<file path="src/rtl/reset_request_generator.sv">
// Chip-level reset request generator.
// Merges power-on, host soft-reset and push-button sources into one registered,
// active-low reset request with a guaranteed minimum low width, and reports
// busy/done status, the last cause and a saturating count of soft/button resets.
module reset_request_generator #(
    parameter int unsigned POR_CYCLES      = 256,
    parameter int unsigned HOLD_CYCLES     = 16,
    parameter int unsigned DEBOUNCE_CYCLES = 1024,
    parameter int unsigned SYNC_STAGES     = 2
) (
    input  logic       clk,
    input  logic       asyc_rst_n,
    input  logic       soft_rst_req,
    input  logic       btn_rst_n,
    output logic       rst_out_n,
    output logic       rst_busy,
    output logic       rst_done,
    output logic [1:0] rst_cause,
    output logic [7:0] rst_cnt
);

    localparam int unsigned POR_W  = $clog2(POR_CYCLES);
    localparam int unsigned HOLD_W = $clog2(HOLD_CYCLES);
    localparam int unsigned DEB_W  = $clog2(DEBOUNCE_CYCLES);

    localparam logic [POR_W-1:0]  POR_LAST  = POR_W'(POR_CYCLES - 1);
    localparam logic [HOLD_W-1:0] HOLD_LAST = HOLD_W'(HOLD_CYCLES - 1);
    localparam logic [DEB_W-1:0]  DEB_LAST  = DEB_W'(DEBOUNCE_CYCLES - 1);

    localparam logic [1:0] CAUSE_POR  = 2'b00;
    localparam logic [1:0] CAUSE_SOFT = 2'b01;
    localparam logic [1:0] CAUSE_BTN  = 2'b10;

    typedef enum logic [1:0] {
        StPor,
        StIdle,
        StAssert,
        StWaitRelease
    } state_e;

    // ------------------------------------------------------------------
    // Input conditioning
    // ------------------------------------------------------------------
    logic [SYNC_STAGES-1:0] soft_sync_q;
    logic [SYNC_STAGES-1:0] btn_sync_q;
    logic                   soft_prev_q;
    logic                   soft_lvl;
    logic                   soft_edge;
    logic                   btn_lvl;

    // Synchronizer chains; the button chain idles released (high).
    always_ff @(posedge clk or negedge asyc_rst_n) begin
        if (!asyc_rst_n) begin
            soft_sync_q <= '0;
            btn_sync_q  <= '1;
        end else begin
            soft_sync_q <= {soft_sync_q[SYNC_STAGES-2:0], soft_rst_req};
            btn_sync_q  <= {btn_sync_q[SYNC_STAGES-2:0], btn_rst_n};
        end
    end

    assign soft_lvl = soft_sync_q[SYNC_STAGES-1];
    assign btn_lvl  = btn_sync_q[SYNC_STAGES-1];

    // Previous synchronized soft level; tracks even during POR so a level
    // already high when POR ends does not look like a fresh request.
    always_ff @(posedge clk or negedge asyc_rst_n) begin
        if (!asyc_rst_n) begin
            soft_prev_q <= 1'b0;
        end else begin
            soft_prev_q <= soft_lvl;
        end
    end

    assign soft_edge = soft_lvl & ~soft_prev_q;

    // ------------------------------------------------------------------
    // Button debounce
    // ------------------------------------------------------------------
    logic             db_released_q;
    logic [DEB_W-1:0] db_cnt_q;
    logic             btn_differs;
    logic             db_full;
    logic             btn_press;

    assign btn_differs = (btn_lvl != db_released_q);
    assign db_full     = (db_cnt_q == DEB_LAST);
    // Press fires in the cycle the debounced state flips released -> pressed.
    assign btn_press   = btn_differs & db_full & db_released_q;

    // Count consecutive samples disagreeing with the debounced state.
    always_ff @(posedge clk or negedge asyc_rst_n) begin
        if (!asyc_rst_n) begin
            db_released_q <= 1'b1;
            db_cnt_q      <= '0;
        end else if (!btn_differs) begin
            db_cnt_q <= '0;
        end else if (db_full) begin
            db_released_q <= ~db_released_q;
            db_cnt_q      <= '0;
        end else begin
            db_cnt_q <= db_cnt_q + DEB_W'(1);
        end
    end

    // ------------------------------------------------------------------
    // Reset sequencing FSM
    // ------------------------------------------------------------------
    state_e            state_q, state_d;
    logic [POR_W-1:0]  por_cnt_q, por_cnt_d;
    logic [HOLD_W-1:0] hold_cnt_q, hold_cnt_d;
    logic              out_n_q, out_n_d;
    logic              busy_q, busy_d;
    logic              done_q, done_d;
    logic [1:0]        cause_q, cause_d;
    logic [7:0]        cnt_q, cnt_d;
    logic              trigger;
    logic [1:0]        trig_cause;

    assign trigger    = btn_press | soft_edge;
    // Button wins when both sources fire in the same cycle.
    assign trig_cause = btn_press ? CAUSE_BTN : CAUSE_SOFT;

    // State and registered outputs.
    always_ff @(posedge clk or negedge asyc_rst_n) begin
        if (!asyc_rst_n) begin
            state_q    <= StPor;
            por_cnt_q  <= '0;
            hold_cnt_q <= '0;
            out_n_q    <= 1'b0;
            busy_q     <= 1'b1;
            done_q     <= 1'b0;
            cause_q    <= CAUSE_POR;
            cnt_q      <= '0;
        end else begin
            state_q    <= state_d;
            por_cnt_q  <= por_cnt_d;
            hold_cnt_q <= hold_cnt_d;
            out_n_q    <= out_n_d;
            busy_q     <= busy_d;
            done_q     <= done_d;
            cause_q    <= cause_d;
            cnt_q      <= cnt_d;
        end
    end

    // Next-state and next-output decode.
    always_comb begin
        state_d    = state_q;
        por_cnt_d  = por_cnt_q;
        hold_cnt_d = hold_cnt_q;
        out_n_d    = out_n_q;
        busy_d     = busy_q;
        done_d     = 1'b0;
        cause_d    = cause_q;
        cnt_d      = cnt_q;

        unique case (state_q)
            StPor: begin
                // Triggers are ignored until the POR window has elapsed.
                if (por_cnt_q == POR_LAST) begin
                    state_d = StIdle;
                    out_n_d = 1'b1;
                    busy_d  = 1'b0;
                    done_d  = 1'b1;
                end else begin
                    por_cnt_d = por_cnt_q + POR_W'(1);
                end
            end

            StIdle: begin
                if (trigger) begin
                    state_d    = StAssert;
                    out_n_d    = 1'b0;
                    busy_d     = 1'b1;
                    hold_cnt_d = '0;
                    cause_d    = trig_cause;
                    if (cnt_q != 8'hFF) begin
                        cnt_d = cnt_q + 8'd1;
                    end
                end
            end

            StAssert: begin
                if (trigger) begin
                    // Re-trigger stretches the pulse but is not a new reset.
                    hold_cnt_d = '0;
                    cause_d    = trig_cause;
                end else if (hold_cnt_q == HOLD_LAST) begin
                    if (!db_released_q) begin
                        state_d = StWaitRelease;
                    end else begin
                        state_d = StIdle;
                        out_n_d = 1'b1;
                        busy_d  = 1'b0;
                        done_d  = 1'b1;
                    end
                end else begin
                    hold_cnt_d = hold_cnt_q + HOLD_W'(1);
                end
            end

            StWaitRelease: begin
                if (db_released_q) begin
                    state_d = StIdle;
                    out_n_d = 1'b1;
                    busy_d  = 1'b0;
                    done_d  = 1'b1;
                end
            end

            default: begin
                state_d = StPor;
            end
        endcase
    end

    assign rst_out_n = out_n_q;
    assign rst_busy  = busy_q;
    assign rst_done  = done_q;
    assign rst_cause = cause_q;
    assign rst_cnt   = cnt_q;

endmodule

</file>
<file path="config.mk">
export PLATFORM = sky130hd
export DESIGN_NAME = reset_request_generator
export DESIGN_NICKNAME = d
export VERILOG_FILES = /design/src/rtl/reset_request_generator.sv
export SDC_FILE = /design/constraint.sdc
export NUM_CORES = 1
export LEC_CHECK = 0
export CAP_MARGIN = 20
export CORE_MARGIN = 5
export CORE_UTILIZATION = 45
export DETAILED_ROUTE_END_ITERATION = 16
export SKIP_CTS_REPAIR_TIMING = 1
export SYNTH_ARGS = -nofsm -noshare
export SYNTH_HDL_FRONTEND = slang
export SYNTH_SLANG_ARGS = --single-unit
</file>
<file path="constraint.sdc">
create_clock -name clk -period 5.9 [get_ports clk]
set_input_delay 1.18 -clock clk [delete_from_list [all_inputs] [get_ports clk]]
set_output_delay 1.18 -clock clk [all_outputs]
set_load 0.03 [all_outputs]
</file>
-- Word level (Yosys, flattened, before mapping)
Cells that the tools add are included.
Widths: inputs -> output; s select.
- bits of input ports: 4
- bits in registers: 43
- output and inout bits: 13
- multiplexer cells: 31
- $add $sub $neg: 4
- bitwise operators: 7
- reductions and logical operators: 10
- eq/ne operators: 14
- operators with widths (kind ; number):
    $mux 10 ; 2
    $add 8x1->8 const B ; 2
    $mux 1 ; 14
    $mux 2 ; 7
    $mux 4 ; 3
    $add 10x1->10 const B ; 1
    $eq 10x10->1 const B ; 1
    $ne 2x2->1 const B ; 5
    $eq 8x8->1 const B ; 1
    $ne 8x8->1 const B ; 1
    $pmux 1 s4 ; 2
    $pmux 2 s4 ; 1
    $pmux 4 s2 ; 1
    $reduce_and 2->1 ; 3
    $reduce_and 3->1 ; 2
    $reduce_and 5->1 ; 1
    $add 4x1->4 const B ; 1
    $eq 2x2->1 const B ; 2
    $eq 4x4->1 const B ; 1
    $reduce_and 4->1 ; 1
    $and 1x1->1 ; 3
    $ne 3x3->1 const B ; 1
    $not 1->1 ; 3
    $pmux 1 s3 ; 1
    6 further kinds ; 6

-- Logic depth before layout (Yosys ltp)
- word-level depth: 6
- gate-level depth with buffers: 7

-- Least setup slack after synthesis
Ideal clock, no wire load.
- path kind: register to register
- from: reg db_released_q
- to: reg busy_q (netlist: rst_busy)
- arrival time: 1869 ps
- slack: 3946 ps
- library setup time: 85 ps
- stages on the path, launching flop included: 7
- data required time: 5815 ps
- path through: dfstp_2 -> buf_2 -> nand2b_1 -> nor4_4 -> mux2i_1 -> nor3_2 -> mux2_1
- longest elaborated chain between the ends: 6
- elaborated cells between the ends (all ways): 11
- ends and longest elaborated chain (what ; line ; source):
    from (decl) ; 80 ; logic db_released_q;
    from (signal assigned) ; 99 ; db_released_q <= ~db_released_q;
    $ne 1x1->1 ; 86 ; assign btn_differs = (btn_lvl != db_released_q);
    $and 1x1->1 (2 in series) ; 89 ; assign btn_press = btn_differs & db_full & db_released_q;
    $or 1x1->1 ; 120 ; assign trigger = btn_press | soft_edge;
    $ne 2x2->1 (no line) ; -- ;
    $reduce_and 4->1 (no line) ; -- ;
    to (signal assigned) ; 140 ; busy_q <= busy_d;
    to (decl) ; 113 ; logic busy_q, busy_d;
Parallel ways exist; a longest one is shown, timed or not. The select of a mux whose other input is x is not followed.
A chain may end at the register's enable or synchronous reset.

-- Worst setup path after layout
- from: reg busy_q (netlist: rst_busy)
- to: out rst_busy
- RTL lines (what ; line ; source):
    to (decl) ; 16 ; output logic rst_busy,
No word-level cell between the ends.

==> results by group <==
Outcome
  – Status: complete, no violations

Cells and area
  – Most common cell after layout, fill and taps aside: dfrtp_1
  – Most frequent cells in the layout: dfrtp_1, nor2_1, nand2_1, clkdlybuf4s50_1, xnor2_1
  – Seq. cell area: ~1100 µm²
  – Multi-input combinational cell area: between 900 and 1000 µm²
  – Synth-to-layout area growth: 15.0%
  – FILL cells: 378
  – Final #Nets: roughly 230
  – N_diodes: 0
  – Layout cells sized above 1: 11.2%

Critical path
  – Req. time, crit path: 4.72 ns
  – Setup CP Type: flip-flop to output port
  – Reg2reg end: rst_cnt[1]$_DFFE_PN0P_
  – Critical path buffers and inverters: 1
  – Delay-heaviest family, CP: buffers and inverters
  – Biggest fanout along the worst timing path: 2
  – Crit path largest cell delay: between 0.6 and 0.7 ns
  – Crit start category: flip-flop
  – Crit. End Element: output port
  – Reg2reg path depth: 6
  – FF-to-FF Start: db_cnt_q[0]$_DFF_PN0_
  – Flop2flop setup slack: roughly 3.7 ns
  – CP cell instances: clkdlybuf4s50_1
  – Critical path's slowest cell: clkdlybuf4s50_1
  – CP arrival: ~1.5 ns

Die
  – # rows: 24
  – Full die area: ~6100 µm²
  – Core Region: 4410 µm²
  – Die H: about 78 µm
  – Die W: 78.0 µm
  – I/O Pins: 17
  – Starting Density: 47.2%

Min path
  – Hold WC Path Type: flip-flop to flip-flop
  – Hold path endpoint: soft_sync_q[1]$_DFF_PN0_
  – Hold Path Stages: 0
  – Hold_sp: soft_sync_q[0]$_DFF_PN0_

Yosys
  – Sequential fraction of the synthesis area: roughly 52%
  – Syn Nets: between 200 and 250
  – Post-Syn Area: about 2100 µm²
  – Flops & latches, synth: 43
  – Syn avg cell area: 10.6 µm²
  – Library cells used by synthesis: 38
  – Synth Instances: 196
  – Synth warnings: 0

CTS
  – Max clock buf depth: 2
  – Clock sink count: 43
  – Clock latency on the worst-skew pair: just under 0.3 ns
  – TritonCTS buffer count: 5
  – Root buf cell: clkbuf_8
  – Worst-path clk slew: ~0.08 ns
  – TritonCTS clock tree: built
  – H-tree levels: 2

Timing
  – Max Clk Rate: 0.376 GHz
  – Slew @ Worst Pin: roughly 0.94 ns
  – # setup viols final: 0
  – Fin crit share: 45.1%
  – Setup TNS: 0 ns
  – Slew margin rel.: between 30% and 40%
  – Slew Limit Fails: 0
  – Hold Fails Final Rpt: 0
  – RSZ-0062 raised after global routing: no
  – Clock skew: slightly above 0.004 ns
  – Fin worst setup slack: 3.24 ns
  – Tmin final: about 2.7 ns

Placement
  – Place WS: between 3 and 4 ns
  – Gpl congestion: between 0.8 and 0.9
  – IO buf count: 16
  – Detail Placement HPWL: around 2700 µm

Global routing
  – Number of global-route vias before repair: ~1400
  – GRT Util Overall: a little over an eighth
  – Initial antenna violation count: 0
  – GRT overflow: 0
  – First-pass GRT wire length: roughly 6700 µm
  – Largest net degree at the start of global routing: 44

Drt
  – First drt pass iteration count: 4
  – Initial DRC Count: between 50 and 60
  – Final wirelength: around 3700 µm
  – DR vias/cell: around 5.4
  – Number of nets with antenna violations after detailed routing: 0
  – Drt wl/cell: 13.8 µm
  – Residual DRC: 0
  – Via count: 1440

Power and ir drop
  – PwrDens: between 200 and 250 nW/µm²
  – Leak pwr: around 0.0010 µW
  – Peak VDD IR: ~150 µV

Job
  – Number of max-cap violations: 0
-- registers in the layout (all words and copies together) (netlist names) --
signal         count
btn_sync_q         2
db_cnt_q          10
db_released_q      1
hold_cnt_q         4
por_cnt_q          8
rst_busy           1
rst_cause          2
rst_cnt            8
rst_done           1
rst_out_n          1
soft_prev_q        1
soft_sync_q        2
state_q            2
-- worst max-delay path by stage --
stage,cells past startpoint,slack [ns],startpoint,to
global route,1,3.19,rst_busy$_DFFE_PN1P_,rst_busy
floorplan,6,3.95,db_released_q$_DFFE_PN1N_,rst_busy$_DFFE_PN1P_
detailed placement,1,3.55,rst_busy$_DFFE_PN1P_,rst_busy
finish,1,3.24,rst_busy$_DFFE_PN1P_,rst_busy
global placement,1,3.56,rst_busy$_DFFE_PN1P_,rst_busy
CTS,1,3.22,rst_busy$_DFFE_PN1P_,rst_busy
-- final cells by class --
class / count / area share [%]
Sequential cell: 43 / 45.1
Tap cell: 52 / 2.72
Clock buffer: 5 / 2.87
Multi-Input combinational cell: 139 / 39.6
Timing Repair Buffer: 16 / 6.48
Inverter: 9 / 1.41
Clock inverter: 3 / 1.83
-- cell usage after synthesis (all sizes together) --
library cell	n	area (µm²)
a31o	1	8.76
nor2	20	75.1
xor2	9	78.8
nor2b	3	18.8
nor4b	1	15.0
nor3	7	45.0
o21ai	10	53.8
and4	1	8.76
mux2	3	33.8
buf	1	5.00
or2	1	6.26
o311ai	1	8.76
nor3b	1	7.51
o211ai	3	22.5
a22oi	2	15.0
o22a	1	8.76
nor4	3	33.8
a22o	1	10.0
a21oi	5	25.0
mux2i	3	30.0
nand2	15	56.3
nand3	10	50.1
clkbuf	4	15.0
and3	2	12.5
and2	1	6.26
xnor2	13	114
nand4	9	62.6
nand2b	3	18.8
dfstp	4	105
ha	9	113
dfrtp	39	976
and2b	1	8.76
inv	9	33.8
-- per-stage QoR --
step           instance area (µm²)  power (µW)  hold WS, ns  std cells  util, %
2_1_floorplan                 2080         312        0.331        196        -
3_3_place_gp                  2280         320        0.335        259     51.7
3_5_place_dp                  2280         321        0.342        259     51.7
4_1_cts                       2390         550        0.362        267     54.3
5_1_grt                       2390         567        0.368        267     54.3
6_report                      2390         540        0.365        267     54.3
-- metal layers --
metal	share of wire, %	GRT usage (%)
met1	46	17.5
met2	49	21.2
met3	3.8	4.23
met4	1.5	5.07
met5	0	0
-- power breakdown --
group | switching, µW | internal, µW
sequential | 2.28 | 298
combinational | 9.72 | 3.91
clock | 99.4 | 126
total | 111 | 428
-- cells by family after synthesis --
logic type      count (synthesis)  share of synthesized area [%]
buf+inv                        14                           2.58
simple gates                   78                           20.4
compound gates                 24                           7.33
xor+xnor                       22                           9.26
flops                          43                           51.9
mux                             6                           3.06
fa+ha+maj                       9                           5.41
Power figures use the tool's default switching activity.
